[config.mk]
export PLATFORM = sky130hd
export DESIGN_NAME = uart_receiver
export DESIGN_NICKNAME = d
export VERILOG_FILES = /design/src/rtl/uart_receiver.sv
export SDC_FILE = /design/constraint.sdc
export NUM_CORES = 1
export LEC_CHECK = 0
export ABC_CLOCK_PERIOD_IN_PS = 3210
export CAP_MARGIN = 30
export CORE_ASPECT_RATIO = 0.8
export CORE_MARGIN = 2
export CORE_UTILIZATION = 45
export DETAILED_ROUTE_END_ITERATION = 8
export MAX_ROUTING_LAYER = met4
export PLACE_DENSITY = 0.59
export SLEW_MARGIN = 20
export SYNTH_ARGS = -nofsm -noshare
export SYNTH_HDL_FRONTEND = slang
export SYNTH_SLANG_ARGS = --single-unit
[constraint.sdc]
create_clock -name clk -period 3.21 [get_ports clk]
set_clock_uncertainty 0.1 [all_clocks]
set_input_delay 0.642 -clock clk [delete_from_list [all_inputs] [get_ports clk]]
set_output_delay 0.642 -clock clk [all_outputs]
set_load 0.05 [all_outputs]
[src/rtl/uart_receiver.sv]
// 8N1 UART receiver: 2-flop synchronizer, mid-bit sampling FSM, show-ahead receive FIFO.
// Define UART_RX_PARITY_EN to add an even-parity bit and the parity_error output.
module uart_receiver #(
    parameter int CLK_FREQ   = 1_000_000,
    parameter int BAUD_RATE  = 9600,
    parameter int FIFO_DEPTH = 8
) (
    input  logic       clk,
    input  logic       rst,
    input  logic       rx_serial,
    output logic [7:0] rx_data,
    output logic       rx_valid,
    input  logic       rx_ready,
    output logic       rx_busy,
    output logic       frame_error,
`ifdef UART_RX_PARITY_EN
    output logic       parity_error,
`endif
    output logic       overrun
);
    localparam int CLKS_PER_BIT = CLK_FREQ / BAUD_RATE;
    localparam int HALF_BIT     = CLKS_PER_BIT / 2;
    localparam int CNT_W        = $clog2(CLKS_PER_BIT);
    localparam int PTR_W        = $clog2(FIFO_DEPTH);

    localparam logic [CNT_W-1:0] CNT_HALF = CNT_W'(HALF_BIT - 1);
    localparam logic [CNT_W-1:0] CNT_FULL = CNT_W'(CLKS_PER_BIT - 1);
    localparam logic [PTR_W:0]   CNT_MAX  = (PTR_W+1)'(FIFO_DEPTH);

`ifdef UART_RX_PARITY_EN
    typedef enum logic [2:0] {S_IDLE, S_START, S_DATA, S_PARITY, S_STOP} state_t;
`else
    typedef enum logic [2:0] {S_IDLE, S_START, S_DATA, S_STOP} state_t;
`endif

    logic             r_sync1, r_sync2;
    state_t           r_state, w_state_nxt;
    logic [CNT_W-1:0] r_cnt, w_cnt_nxt;
    logic [2:0]       r_bit, w_bit_nxt;
    logic [7:0]       r_shift, w_shift_nxt;
    logic             r_frame_err, r_overrun;
    logic             w_stop_smp, w_good, w_ferr;

    logic [7:0]       r_mem [FIFO_DEPTH];
    logic [PTR_W-1:0] r_wptr, r_rptr;
    logic [PTR_W:0]   r_count;
    logic             w_pop, w_push, w_full, w_ovr;

`ifdef UART_RX_PARITY_EN
    logic r_par, w_par_nxt, w_perr, r_parity_err;
`endif

    always_ff @(posedge clk or posedge rst) begin
        if (rst) begin
            r_sync1 <= 1'b1;
            r_sync2 <= 1'b1;
        end else begin
            r_sync1 <= rx_serial;
            r_sync2 <= r_sync1;
        end
    end

    always_ff @(posedge clk or posedge rst) begin
        if (rst) begin
            r_state <= S_IDLE;
            r_cnt   <= '0;
            r_bit   <= '0;
            r_shift <= '0;
`ifdef UART_RX_PARITY_EN
            r_par   <= 1'b0;
`endif
        end else begin
            r_state <= w_state_nxt;
            r_cnt   <= w_cnt_nxt;
            r_bit   <= w_bit_nxt;
            r_shift <= w_shift_nxt;
`ifdef UART_RX_PARITY_EN
            r_par   <= w_par_nxt;
`endif
        end
    end

    always_comb begin
        w_state_nxt = r_state;
        w_cnt_nxt   = r_cnt + 1'b1;
        w_bit_nxt   = r_bit;
        w_shift_nxt = r_shift;
        w_stop_smp  = 1'b0;
`ifdef UART_RX_PARITY_EN
        w_par_nxt   = r_par;
`endif
        case (r_state)
            S_IDLE: begin
                w_cnt_nxt = '0;
                if (!r_sync2) w_state_nxt = S_START;
            end
            S_START: begin
                if (r_cnt == CNT_HALF) begin
                    w_cnt_nxt   = '0;
                    w_bit_nxt   = '0;
                    // a start bit that is high again at mid-bit was a glitch
                    w_state_nxt = r_sync2 ? S_IDLE : S_DATA;
                end
            end
            S_DATA: begin
                if (r_cnt == CNT_FULL) begin
                    w_cnt_nxt   = '0;
                    w_shift_nxt = {r_sync2, r_shift[7:1]};
                    w_bit_nxt   = r_bit + 3'd1;
                    if (r_bit == 3'd7) begin
`ifdef UART_RX_PARITY_EN
                        w_state_nxt = S_PARITY;
`else
                        w_state_nxt = S_STOP;
`endif
                    end
                end
            end
`ifdef UART_RX_PARITY_EN
            S_PARITY: begin
                if (r_cnt == CNT_FULL) begin
                    w_cnt_nxt   = '0;
                    w_par_nxt   = r_sync2;
                    w_state_nxt = S_STOP;
                end
            end
`endif
            S_STOP: begin
                if (r_cnt == CNT_FULL) begin
                    // leaving at mid-stop-bit lets a back-to-back start edge be caught
                    w_cnt_nxt   = '0;
                    w_stop_smp  = 1'b1;
                    w_state_nxt = S_IDLE;
                end
            end
            default: begin
                w_cnt_nxt   = '0;
                w_state_nxt = S_IDLE;
            end
        endcase
    end

`ifdef UART_RX_PARITY_EN
    assign w_perr = w_stop_smp & (^{r_shift, r_par});
    assign w_good = w_stop_smp & r_sync2 & ~w_perr;
`else
    assign w_good = w_stop_smp & r_sync2;
`endif
    assign w_ferr = w_stop_smp & ~r_sync2;

    assign w_pop  = rx_valid & rx_ready;
    assign w_full = (r_count == CNT_MAX);
    assign w_push = w_good & (~w_full | w_pop);
    assign w_ovr  = w_good & w_full & ~w_pop;

    always_ff @(posedge clk) begin
        if (w_push) r_mem[r_wptr] <= r_shift;
    end

    always_ff @(posedge clk or posedge rst) begin
        if (rst) begin
            r_wptr      <= '0;
            r_rptr      <= '0;
            r_count     <= '0;
            r_frame_err <= 1'b0;
            r_overrun   <= 1'b0;
`ifdef UART_RX_PARITY_EN
            r_parity_err <= 1'b0;
`endif
        end else begin
            if (w_push) r_wptr <= r_wptr + 1'b1;
            if (w_pop)  r_rptr <= r_rptr + 1'b1;
            case ({w_push, w_pop})
                2'b10:   r_count <= r_count + 1'b1;
                2'b01:   r_count <= r_count - 1'b1;
                default: r_count <= r_count;
            endcase
            r_frame_err <= w_ferr;
            r_overrun   <= w_ovr;
`ifdef UART_RX_PARITY_EN
            r_parity_err <= w_perr;
`endif
        end
    end

    assign rx_valid    = (r_count != '0);
    assign rx_data     = rx_valid ? r_mem[r_rptr] : 8'h00;
    assign rx_busy     = (r_state != S_IDLE);
    assign frame_error = r_frame_err;
    assign overrun     = r_overrun;
`ifdef UART_RX_PARITY_EN
    assign parity_error = r_parity_err;
`endif

endmodule

; Word-level counts from Yosys, hierarchy flattened
; Memories as Yosys holds them, arrays and structs flattened.
; Index checks and enable logic that the tools add are counted.
[word_totals]
reg_bits = 35
ramBits = 64
in_bits = 4
out_inout_bits = 12
wordCells = 70
n_memories = 1
[memory_table]
columns = name, words, word_bits, read_ports, rd_ports_with_merged_regs, write_ports, line_no
row1 = r_mem, 8, 8, 1, 0, 1, 44  ; logic [7:0] r_mem [FIFO_DEPTH];
[classes]
n_addsub = 6
n_eq_ne = 14
muxes = 19
bitwise = 10
n_reduce_logical = 9
[ops]
columns = cell, count
row1 = two-way mux 3 bit, 7
row2 = two-way mux 7 bit, 2
row3 = case mux 7 bit (2 select lines), 1
row4 = case mux 3 bit (4 select lines), 1
row5 = "!= test 2 bit, second input constant", 5
row6 = "adder 3 x 1 -> 3 bit, second input constant", 3
row7 = two-way mux 8 bit, 1
row8 = case mux 4 bit (2 select lines), 1
row9 = "adder 7 x 1 -> 7 bit, second input constant", 1
row10 = "== test 7 x 6 -> 1 bit, second input constant", 1
row11 = "== test 7 bit, second input constant", 1
row12 = AND 1 bit, 6
row13 = "== test 3 x 2 -> 1 bit, second input constant", 2
row14 = case mux 3 bit (2 select lines), 1
row15 = AND reduction 5 bit, 1
row16 = "adder 4 x 1 -> 4 bit, second input constant", 1
row17 = "== test 4 bit, second input constant", 1
row18 = two-way mux 1 bit, 4
row19 = nonzero test 2 bit, 2
row20 = nonzero test 4 bit, 1
row21 = "subtractor 4 x 1 -> 4 bit, second input constant", 1
row22 = "== test 3 x 1 -> 1 bit, second input constant", 1
row23 = "== test 3 bit, second input constant", 1
row24 = logical NOT 3 bit, 1
row25 = 9 further kinds, 11

; Logic depth before layout (Yosys ltp)
; Gate-level depths: netlist of run 1.
[logic_depth]
depth_word = 7
depth_mapped = 12

; Least setup slack after synthesis of run 1
; No wires, ideal clock.
[synth_path]
kind = flip-flop to flip-flop
start = reg r_count[1]
end = reg r_count[2]
setup_time_ps = 129
arrival_time_ps = 2517
path_slack_ps = 464
path_stages_with_launch = 13
n_path_buf = 2
cell_sequence = dfrtp_1 > buf_6 > nor4_4 > inv_2 > and2_4 > buf_6 > ha_1 > xor2_1 > ha_1 > a21oi_1 > xor2_1 > nor2_1 > xor2_1
[synth_between]
elab_chain_cells = 6
[synth_rtl]
columns = item, line_no
row1 = start: declaration, 46  ; logic [PTR_W:0] r_count;
row2 = start signal: assignment, 174  ; 2'b10: r_count <= r_count + 1'b1;
row3 = start signal: assignment, 175  ; 2'b01: r_count <= r_count - 1'b1;
row4 = start signal: assignment, 176  ; default: r_count <= r_count;
row5 = nonzero test 4 bit (*), 186  ; assign rx_valid = (r_count != '0);
row6 = net rx_valid, 12  ; output logic rx_valid,
row7 = AND 1 bit (*), 151  ; assign w_pop = rx_valid & rx_ready;
row8 = net w_pop, 47  ; logic w_pop, w_push, w_full, w_ovr;
row9 = OR 1 bit, 153  ; assign w_push = w_good & (~w_full | w_pop);
row10 = AND 1 bit, 153
row11 = == test 2 x 1 -> 1 bit or == test 2 bit (tied branches), 173  ; case ({w_push, w_pop})
row12 = case mux 4 bit (2 select lines) or nonzero test 2 bit (tied branches), n/a
; Mark *: on every way through the listed nets, which the timed path passes. The rest lies on a longest branch.
; A chain may end at the register's enable or synchronous reset.

; Worst setup path after layout of run 1
[layout_path]
start = reg r_rptr[1]
end = out rx_data[4]
[layout_between]
elab_chain_cells = 2
[layout_rtl]
columns = item, line_no
row1 = start: declaration, 45  ; logic [PTR_W-1:0] r_wptr, r_rptr;
row2 = start signal: assignment, 172  ; if (w_pop) r_rptr <= r_rptr + 1'b1;
row3 = memory read (8 x 8 bit), n/a
row4 = two-way mux 8 bit, 187  ; assign rx_data = rx_valid ? r_mem[r_rptr] : 8'h00;
row5 = end: declaration, 11  ; output logic [7:0] rx_data,
; No other way between the ends.

==> results.json, run 1 <==
{
  "netlist_instances": 252,
  "viasPerCell": 5.32,
  "clk_pin_slew_ns": 0.07,
  "synthTopCellsByCount": "edfxtp_1 (64), dfrtp_1 (32), nor2_1 (23), mux4_2 (16), mux2_2 (11)",
  "placed_area_sq_um": 4430,
  "ir_worst_vdd_uv": 289,
  "dieWidth_um": 111,
  "gr-total-overflow": 0,
  "grt_pass1_vias": 2065,
  "critPathRequiredTime_ns": 2.47,
  "maxSlewViolCount": 0,
  "yosys.area.top_type": "edfxtp_1",
  "hold_class": "flip-flop to flip-flop",
  "ys_ff_latch": 98,
  "dp.cells": 382,
  "cts_resized": 0,
  "setup_tns_ns": 0,
  "pre_cts_slack_ns": 0.299,
  "rsz0062_at_grt": "false",
  "cts_sinks": 98,
  "netlist_area_sq_um": 4140,
  "area_growth_pct": 14.6,
  "final_nets": 290,
  "grt_usage": 0.154,
  "synth_top_area_share": 0.464,
  "io-pin-count": 16,
  "min_period_over_period": 0.879,
  "worst_pin_slew_ns": 0.810,
  "min_to": "r_sync2",
  "worst-path-max-fanout": 18,
  "wirelength_mm": 6.80,
  "synthDistinctLibCells": 40,
  "cp-startpoint": "r_rptr[1]",
  "cts_setup_buffers": 0,
  "drc_errors": 0,
  "crit-reg2reg-launch": "r_state[0]",
  "grt_pass1_wl_mm": 11.4,
  "cap_violations": 0,
  "antenna_found_initial": 0,
  "status": "finished clean",
  "wl_per_cell_um": 17.1,
  "ant_nets": 0,
  "finalWorstSetupSlack_ns": 0.388,
  "leakage_nw": 1.90,
  "start_util": 0.460,
  "vias": 2119,
  "stdcell_area_sq_um": 4740,
  "tritoncts": "yes",
  "min_period_ns": 2.82,
  "layoutNonFillerInstCount": 398,
  "clockRootBuffer": "clkbuf_16",
  "die_h_um": 89.8,
  "dp_hpwl_mm": 4.29,
  "fmax_ghz": 0.354,
  "worstSetupPathType": "flip-flop to output port",
  "finalPower_mw": 2.49,
  "drt_iter0_drc": 137,
  "numPortBuffers": 15,
  "cp-end-kind": "output port",
  "finalSetupViolations": 0,
  "first_pass_iters": 4,
  "relSlewSlack": 0.460,
  "n_antenna_cell": 0,
  "synth_ff_type": "edfxtp_1",
  "gp_congestion": 0.752,
  "synth_area_leaders": "edfxtp_1 (46%), dfrtp_1 (19%), mux4_2 (8.7%)",
  "r2r_cells": 10,
  "async_reset_ff_frac": 0.347,
  "htreeDepth": 3,
  "synth-seq-area-share": 0.670,
  "grt_max_degree": 35,
  "cp-start-kind": "flip-flop",
  "min_path_cells": 0,
  "yosysMostFrequentCell": "edfxtp_1",
  "r2r-end": "r_count[2]",
  "hp-start": "r_sync1",
  "dieArea_sq_um": 9990,
  "cp.arrival_ns": 2.08,
  "hold_buffers": 0,
  "clockBufferDepth": 2,
  "clock_latency_ns": 0.33,
  "r2r_slack_ns": 0.44,
  "synth_edf_count": 64,
  "coreArea_sq_um": 9000,
  "synthesis.nets": 264,
  "power_density_nw_per_um2": 524,
  "synth_warnings": 0,
  "drive_gt1_frac": 0.247,
  "syn_area_per_cell_sq_um": 16.4,
  "cts_buffers": 9,
  "rows": 31,
  "finalHoldViolCount": 0
}
[sequential cells by signal, indices dropped and copies added (netlist names)]
| register | flops |
|---|---|
| r_wptr | 3 |
| r_count | 4 |
| r_rptr | 3 |
| r_state | 2 |
| overrun | 1 |
| r_shift | 8 |
| r_bit | 3 |
| frame_error | 1 |
| r_sync1 | 1 |
| r_cnt | 7 |
| r_mem | 64 |
| r_sync2 | 1 |
[layer usage]
layer,track usage,vias to the layer above,wire length [um]
li1,-,1004,-
met3,0.0411,6,299
met5,-,-,0
met4,0.0463,0,71
met1,0.222,1068,3400
met2,0.218,41,3030
[cell usage in the layout, fill, tap and decap left out, drive strengths merged, types with 4 or more instances in the layout]
cell / instances
a21oi: 6
buf: 19
clkbuf: 11
clkdlybuf4s50: 7
dfrtp: 32
edfxtp: 64
ha: 8
inv: 9
mux2: 12
mux2i: 9
mux4: 16
nand2: 7
nand3: 7
nand3b: 4
nor2: 23
nor3: 7
nor4: 4
o21ai: 4
xnor2: 9
xor2: 5
[worst max-delay path by stage]
stage               slack [ns]  cells past startpoint    endpoint
floorplan                 0.46                     12  r_count[2]
global placement          0.36                     10  r_count[2]
detailed placement        0.30                     10  r_count[2]
CTS                       0.30                      4  rx_data[4]
global route              0.19                      4  rx_data[4]
finish                    0.39                      4  rx_data[4]
[final cells by class]
class,instances,area [sq um]
well taps,115,144
fillers,744,4250
flip-flops and latches,98,2780
repair buffers,26,213
clock inverters,5,86.3
inverters,7,26.3
clock buffers,11,233
multi-input cells,136,1270
[stage by stage]
stage	util	hold WS, ns
5_1_grt	0.527	0.263
6_report	0.527	0.257
2_1_floorplan	-	0.245
3_5_place_dp	0.492	0.248
4_1_cts	0.527	0.258
3_3_place_gp	0.492	0.247
[where the power goes]
part | switching [mW] | internal (mW) | total (mW) | leakage [nW]
combinational | 0.00931 | 0.00443 | 0.0137 | 0.547
sequential | 0.00106 | 1.34 | 1.34 | 1.20
clock | 0.447 | 0.690 | 1.14 | 0.155
total | 0.457 | 2.03 | 2.49 | 1.90
[worst max-delay path: stages (launching register included)]
cell	delay (ns)
dfrtp_1	0.87
mux4_2	0.42
mux2i_1	0.20
nor2_1	0.06
buf_4	0.19
[kinds of logic after synthesis]
kind of cell	synth area share
flip-flops	0.670
AND/OR/NAND/NOR	0.0831
adder cells (fa/ha/maj)	0.0242
XOR/XNOR	0.0296
AO/OA/AOI/OAI	0.0269
multiplexers	0.142
buffers and inverters	0.0236
Note: power is estimated with default switching activity, not from simulation.
==> run 2: changes to the inputs <==
Settings changed: CORE_ASPECT_RATIO 0.8 to not set, CORE_MARGIN 2 to not set.
==> results.json, run 2 (synthesis gave the netlist of run 1 again) <==
{
  "grt_usage": 0.173,
  "first_pass_iters": 6,
  "cap_violations": 0,
  "die_h_um": 97.9,
  "dieWidth_um": 97.9,
  "clockBufferDepth": 2,
  "finalPower_mw": 2.25,
  "cp-start-kind": "flip-flop",
  "fmax_ghz": 0.349,
  "grt.busiest_layer": "met2",
  "final_common_cell": "edfxtp_1",
  "min_period_over_period": 0.892,
  "top_regs": "r_mem x64, r_shift x8, r_cnt x7",
  "min_period_ns": 2.86,
  "numPortBuffers": 15,
  "seqPwrFrac": 0.594,
  "clk_pin_slew_ns": 0.10,
  "coreArea_sq_um": 8810,
  "worstSetupPathType": "flip-flop to output port",
  "worst_pin_slew_ns": 0.861,
  "start_util": 0.470,
  "wirelength_mm": 7.27,
  "grt_pass1_vias": 2215,
  "maxSlewViolCount": 0,
  "grt_pass1_wl_mm": 11.8,
  "hold_buffers": 0,
  "io-pin-count": 16,
  "relSlewSlack": 0.426,
  "vias": 2122,
  "drc_errors": 2,
  "rows": 34,
  "ant_nets": 0,
  "final_core_utilization": 0.529,
  "antenna_found_initial": 0,
  "cts_sinks": 98,
  "p_comb_frac": 0.006,
  "sw_frac_of_total": 0.203,
  "status": "complete, but fails checks",
  "finalHoldViolCount": 0,
  "drive_gt1_frac": 0.257,
  "dieArea_sq_um": 9590,
  "finalSetupViolations": 0,
  "grt_max_degree": 35,
  "regMostFlops": "r_mem",
  "dp_hpwl_mm": 4.52,
  "clock_latency_ns": 0.36,
  "ir_worst_vdd_uv": 221,
  "clockRootBuffer": "clkbuf_8",
  "use_met2": 0.262,
  "leakage_nw": 1.87,
  "cts_setup_buffers": 0,
  "final_cell_mix": "edfxtp_1 (64), dfrtp_1 (32), nor2_1 (23)",
  "timing.hold.ws_ns": 0.265,
  "hold_class": "flip-flop to flip-flop",
  "cp-end-kind": "output port",
  "largest_reg_flops": 64,
  "cp.arrival_ns": 2.12,
  "area_growth_pct": 12.4,
  "cts_buffers": 9,
  "setup_tns_ns": 0,
  "drt_iter0_drc": 84,
  "final_nets": 291,
  "violations": "DRC",
  "stdcell_area_sq_um": 4650,
  "gr-total-overflow": 0,
  "htreeDepth": 3,
  "clkPwrFrac": 0.400,
  "rsz0062_at_grt": "false",
  "intPower_mw": 1.79,
  "use_met3": 0.0415,
  "viasPerCell": 5.41,
  "gp_congestion": 0.702,
  "critPathRequiredTime_ns": 2.47,
  "met1_usage": 0.232,
  "cts_resized": 0,
  "worst-path-max-fanout": 18,
  "wl_per_cell_um": 18.5,
  "tritoncts": "yes",
  "placed_area_sq_um": 4420,
  "n_antenna_cell": 0,
  "power_density_nw_per_um2": 483,
  "switching_power_mw": 0.456
}
-- run 2: power groups by stage --
stage / registers (mW) / logic (mW) / clock network [mW]
3_5_place_dp: 1.36 / 0.0146 / 0
3_3_place_gp: 1.36 / 0.0144 / 0
4_1_cts: 1.34 / 0.0146 / 0.929
6_report: 1.34 / 0.0136 / 0.900
5_1_grt: 1.34 / 0.0163 / 0.974
2_1_floorplan: 1.36 / 0.00680 / 0
-- run 2: worst paths after layout --
check | cells past startpoint | start | to | slack (ns)
min reg2reg | 0 | r_sync1 | r_sync2 | 0.27
max | 4 | r_rptr[1] | rx_data[4] | 0.35
min in group asynchronous | 3 | rst | frame_error | 0.58
min | 0 | r_sync1 | r_sync2 | 0.27
max reg2reg | 11 | r_cnt[0] | r_count[2] | 0.37
max in group asynchronous | 3 | rst | r_sync1 | 2.10
-- run 2: routing by layer --
| layer | vias to the layer above | wire length [um] |
|---|---|---|
| met2 | 29 | 3470 |
| met4 | 0 | 51 |
| met5 | - | 0 |
| met3 | 5 | 253 |
| li1 | 1013 | - |
| met1 | 1075 | 3490 |
-- run 2: layout make-up --
class / instances / area (sq um)
clock buffer: 9 / 124
clock inverter: 7 / 106
fill: 743 / 4150
inverter: 7 / 26.3
multi-input combinational: 136 / 1270
sequential: 98 / 2780
tap: 108 / 135
timing repair buffer: 27 / 220
-- run 2: critical path, cell delays in order, from the launching register on --
cell	delay, ns
dfrtp_1	0.91
mux4_2	0.42
mux2i_1	0.18
nor2_1	0.06
buf_4	0.19
-- run 2: metrics by stage --
step,instances,setup WS (ns)
finish,392,0.346
global route,392,0.0648
CTS,392,0.269
detailed placement,376,0.296
global placement,376,0.370
floorplan,252,0.464
==> run 3: changes to the inputs <==
--- a/config.mk
+++ b/config.mk
@@ -9,2 +9,3 @@
 export CAP_MARGIN = 30
+export CORE_MARGIN = 2
 export CORE_UTILIZATION = 45
==> constraint.sdc (replaced) <==
create_clock -name clk -period 3.21 [get_ports clk]
set_clock_uncertainty 0.1 [all_clocks]
set_input_delay 0.8025 -clock clk [delete_from_list [all_inputs] [get_ports clk]]
set_output_delay 0.8025 -clock clk [all_outputs]
set_load 0.01 [all_outputs]
==> results.json, run 3 (synthesis gave the netlist of run 1 again) <==
{
  "fmax_ghz": 0.325,
  "met1_usage": 0.223,
  "worst_pin_slew_ns": 0.593,
  "r2r_cells": 11,
  "cp.arrival_ns": 2.18,
  "finalPower_mw": 2.15,
  "antenna_found_initial": 0,
  "cts_setup_buffers": 0,
  "cts_resized": 0,
  "dieArea_sq_um": 9980,
  "layoutNonFillerInstCount": 396,
  "timing.hold.ws_ns": 0.263,
  "gp_congestion": 0.739,
  "viasPerCell": 5.36,
  "grt_usage": 0.164,
  "drive_gt1_frac": 0.228,
  "cts_sinks": 98,
  "wl_per_cell_um": 17.9,
  "hold_buffers": 0,
  "wirelength_mm": 7.09,
  "worst-path-max-fanout": 18,
  "use_met2": 0.248,
  "largest_reg_flops": 64,
  "vias": 2121,
  "worstSetupPathType": "flip-flop to output port",
  "use_met3": 0.0251,
  "top_regs": "r_mem x64, r_shift x8, r_cnt x7",
  "fillers": 753,
  "cts_buffers": 9,
  "cap_violations": 0,
  "dieWidth_um": 99.9,
  "area_growth_pct": 13.0,
  "final_cell_mix": "edfxtp_1 (64), dfrtp_1 (32), nor2_1 (23)",
  "final_nets": 292,
  "io-pin-count": 16,
  "rsz0062_at_grt": "false",
  "clockBufferDepth": 2,
  "first_pass_iters": 6,
  "setup_tns_ns": 0,
  "grt.busiest_layer": "met2",
  "regMostFlops": "r_mem",
  "min_period_over_period": 0.959,
  "min_path_cells": 0,
  "htreeDepth": 3,
  "hold_class": "flip-flop to flip-flop",
  "coreArea_sq_um": 9060,
  "finalSetupViolations": 0,
  "critPathRequiredTime_ns": 2.31,
  "power_density_nw_per_um2": 459,
  "finalHoldViolCount": 0,
  "start_util": 0.457,
  "numPortBuffers": 15,
  "clock_latency_ns": 0.36,
  "drc_errors": 0,
  "final_common_cell": "edfxtp_1",
  "n_antenna_cell": 0,
  "ir_worst_vdd_uv": 229,
  "seqCellArea_sq_um": 2780,
  "dp_hpwl_mm": 4.44,
  "status": "finished clean",
  "grt_pass1_wl_mm": 11.8,
  "clockRootBuffer": "clkbuf_8",
  "cp-start-kind": "flip-flop",
  "gr-total-overflow": 0,
  "clk_pin_slew_ns": 0.09,
  "dp.cells": 380,
  "drt_iter0_drc": 64,
  "relSlewSlack": 0.602,
  "leakage_nw": 1.84,
  "min_period_ns": 3.08,
  "grt_pass1_vias": 2197,
  "die_h_um": 99.9,
  "ant_nets": 0,
  "grt_max_degree": 35,
  "tritoncts": "yes",
  "rows": 35,
  "multi_input_area_sq_um": 1270,
  "maxSlewViolCount": 0,
  "cp-end-kind": "output port"
}
-- run 3: changes by cell type in the layout (fill, tap and decap cells not counted), sizes merged --
cell and delta:
clkbuf +1, clkdlybuf4s50 +8, clkinvlp +2, buf -7
clkinv -1, bufinv -1, inv -1
-- run 3: worst max-delay path, cell delays in order, from the launching register on --
cell	delay, ns
dfrtp_1	0.38
buf_12	0.20
mux4_2	0.52
mux2i_1	0.18
nor2_1	0.06
clkdlybuf4s50_1	0.48
-- run 3: stage by stage --
| stage | setup slack, ns | util | instance area (sq um) |
|---|---|---|---|
| 6_report | 0.131 | 0.516 | 4680 |
| 5_1_grt | 0.0209 | 0.516 | 4680 |
| 4_1_cts | 0.0694 | 0.516 | 4680 |
| 3_5_place_dp | 0.274 | 0.494 | 4480 |
| 3_3_place_gp | 0.294 | 0.494 | 4480 |
| 2_1_floorplan | 0.623 | - | 4140 |
-- run 3: worst paths after layout --
check	to	slack, ns	from
setup reg to reg	r_count[2]	0.41	r_cnt[0]
hold reg to reg	r_sync2	0.26	r_sync1
min in group asynchronous	r_shift[0]	0.74	rst
hold / removal	r_sync2	0.26	r_sync1
max in group asynchronous	r_sync1	1.92	rst
setup / recovery	rx_data[4]	0.13	r_rptr[0]
-- run 3: layout make-up --
type,instances,share of cell area
Clock inverter,6,0.0152
Clock buffer,10,0.0273
Tap cell,111,0.0297
Inverter,7,0.00561
Timing Repair Buffer,28,0.0583
Sequential cell,98,0.593
Multi-Input combinational cell,136,0.271
-- run 3: where the power goes --
part           internal [mW]  switching [mW]
Clock                  0.370           0.429
Combinational        0.00443         0.00938
Sequential              1.33         0.00108
-- run 3: metal layers --
layer	vias up	routed length [um]
met1	1074	3400
met4	0	124
met5	-	0
met3	12	135
met2	21	3430
li1	1014	-
==> edit: new RTL, flow settings as in run 2 <==
The option `UART_RX_PARITY_EN` is turned on by a define.
--- a/src/rtl/uart_receiver.sv
+++ b/src/rtl/uart_receiver.sv
@@ -2,2 +2,4 @@
 // Define UART_RX_PARITY_EN to add an even-parity bit and the parity_error output.
+`define UART_RX_PARITY_EN
+
 module uart_receiver #(
Formal check against the unedited RTL (old outputs only; new: parity_error): same outputs for any inputs over 10 cycles, from zero or initial values and one cycle with rst high; that may be too few to reach the edited logic, so the function may still have changed.
==> edit against run 2 <==
Sequential cell count is 3 higher. Setup slack worse by 0.23 ns. Register-to-register slack worse by 0.25 ns. Via count is 16% higher. Non-clock buffer count is 24 higher. Wire length is 9.8% higher. Highest routed layer unchanged. Global-route usage is 0.61 points higher. Design area is 11% higher. Area after synthesis is 6.3% higher.
Power is not compared: it rests on default switching activity, and its combinational part moved more than twofold at a synthesized area within 25%.
==> edit: results (changes against run 2) <==
Synth
  • Syn nets: 295 (+12%)
  • Synthesis warning total: 0 (unchanged)
  • Synth top area cells: edfxtp_1, dfrtp_1, mux4_2, mux2i_1, mux2_2
  • Post-synth EDFFs: 64 (unchanged)
  • Sequential share of the synthesized area: 64.8% (-2.3 points)
  • Synth cell count leaders: edfxtp_1, dfrtp_1, nor2_1, mux4_2, nand2_1
  • Post-synth cell types: 51 (+28%)
  • Asr flop ratio synth: 36.6% (+1.9 points)

Detailed routing
  • Detailed Routing Iterations Pass 1: 4 (-2)
  • Iteration-0 DRC Markers: 83 (-1.2%)
  • Avg WL per Cell: 17.0 microns (-8.4%)
  • Vias/cell: 5.24 (-3.2%)

Global route
  • Met1 usage: 21.9% (-1.3 points)
  • Vias in the first global route: 2463 (+11%)
  • GR Util met2: 29.4% (+3.2 points)
  • Initial antenna violation count: 0 (unchanged)
  • Total GRT Usage: 17.9% (+0.61 points)
  • First-pass GRT wire length: 12900 microns (+9.0%)
  • Largest net degree at the start of global routing: 38 (+8.6%)
  • Met3 Use GR: 5.34% (+1.2 points)

CTS
  • Worst-skew pair later-pin latency: 0.36 ns (about the same)
  • H-Tree Depth: 3 (unchanged)
  • TritonCTS buffer count: 9 (unchanged)
  • Setup bufs post-CTS: 0 (unchanged)
  • Clock-pin slew on the worst setup and hold paths: 0.10 ns (about the same)
  • Max Buffers Root-to-Sink: 2 (unchanged)
  • Root buf cell: clkbuf_8

Placement
  • Routability cong.: 0.790 (+12%)
  • DPL Wire Length: 5300 microns (+17%)
  • # port buffers: 16 (+1)

Timing
  • Max_slew headroom: 56.0% (+13 points)

Worst hold path
  • HP Class: reg2reg

Power
  • P_leak: around 0.0022 uW
  • Worst vdd ir: ~320 uV

Worst setup path
  • Arrival time at the worst endpoint: 3.26 ns (+1.14 ns)
  • Critical path fanouts, max: 2 (-16)

Cells and area
  • Regs by FF count: r_mem (64), r_shift (8), r_cnt (7)
  • Ant diodes: 0 (unchanged)
  • Share of layout cells above drive strength 1: 28.7% (+3.0 points)
  • Net count, final: 348 (+20%)

Run status
  • Status: complete, no violations

Die
  • Core area: 9370 sq um (+6.4%)
==> edit: timing repair <==
action	CTS	global route
hold endpoints to repair	0	0
resized for setup	3	5
gates cloned	0	0
endpoints found under the setup margin	1	1
hold buffers	0	0
pin swaps	0	2
==> edit: critical path: stages (launching register included) <==
cell       delay (ns)
dfrtp_1          0.40
xnor2_1          0.19
xnor3_2          0.49
mux2i_4          0.19
nand2b_1         0.15
inv_1            0.09
ha_1             0.31
nand3_2          0.11
a2111oi_4        0.39
nor4b_4          0.27
nor3_1           0.08
a211oi_1         0.23
==> edit: cell families after synthesis <==
group	after synthesis	synth area share (%)
xor+xnor	17	4.04
buf+inv	18	1.85
simple gates	83	10.3
fa+ha+maj	8	2.44
mux	41	14.5
compound gates	15	2.19
flops	101	64.8
==> edit: stage by stage <==
| step | utilization [%] | area (sq um) | instances | setup slack, ns | hold WS [ns] |
|---|---|---|---|---|---|
| floorplan | - | 4400 | 283 | 0.00195 | 0.245 |
| global placement | 52.5 | 4920 | 454 | 0.0697 | 0.246 |
| finish | 55.1 | 5160 | 470 | 0.119 | 0.261 |
| global route | 55.1 | 5160 | 470 | -0.0389 | 0.269 |
| CTS | 54.6 | 5120 | 470 | 0.0667 | 0.263 |
| detailed placement | 52.5 | 4920 | 454 | -0.0791 | 0.248 |
==> edit: routing by layer <==
layer,part of all wire (%),vias to the layer above,wire length (microns)
met1,46,1230,3650
met5,0,-,0
met3,3.3,8,266
li1,-,1178,-
met4,0.70,0,56
met2,50,47,4010
==> edit: worst paths after layout <==
| check | depth (start not counted) | slack [ns] | start | to |
|---|---|---|---|---|
| min in group asynchronous | 3 | 0.57 | rst | r_count[0]$_DFFE_PP0P_ |
| max reg2reg | 11 | 0.12 | r_shift[5]$_DFFE_PP0P_ | r_count[3]$_DFFE_PP0P_ |
| min | 0 | 0.26 | r_sync1$_DFF_PP1_ | r_sync2$_DFF_PP1_ |
| min reg2reg | 0 | 0.26 | r_sync1$_DFF_PP1_ | r_sync2$_DFF_PP1_ |
| max | 11 | 0.12 | r_shift[5]$_DFFE_PP0P_ | r_count[3]$_DFFE_PP0P_ |
| max in group asynchronous | 3 | 2.09 | rst | r_sync1$_DFF_PP1_ |
==> edit: cell type report <==
class,count,area (sq um)
fillers,809,4210
flip-flops and latches,101,2850
multi-input cells,164,1530
repair buffers,51,403
well taps,129,161
clock buffers,9,124
clock inverters,7,62.6
inverters,9,33.8
==> edit: where the power goes <==
part	switching (uW)	internal, uW
combinational	252	246
sequential	99.3	1420
clock	464	301
total	815	1960
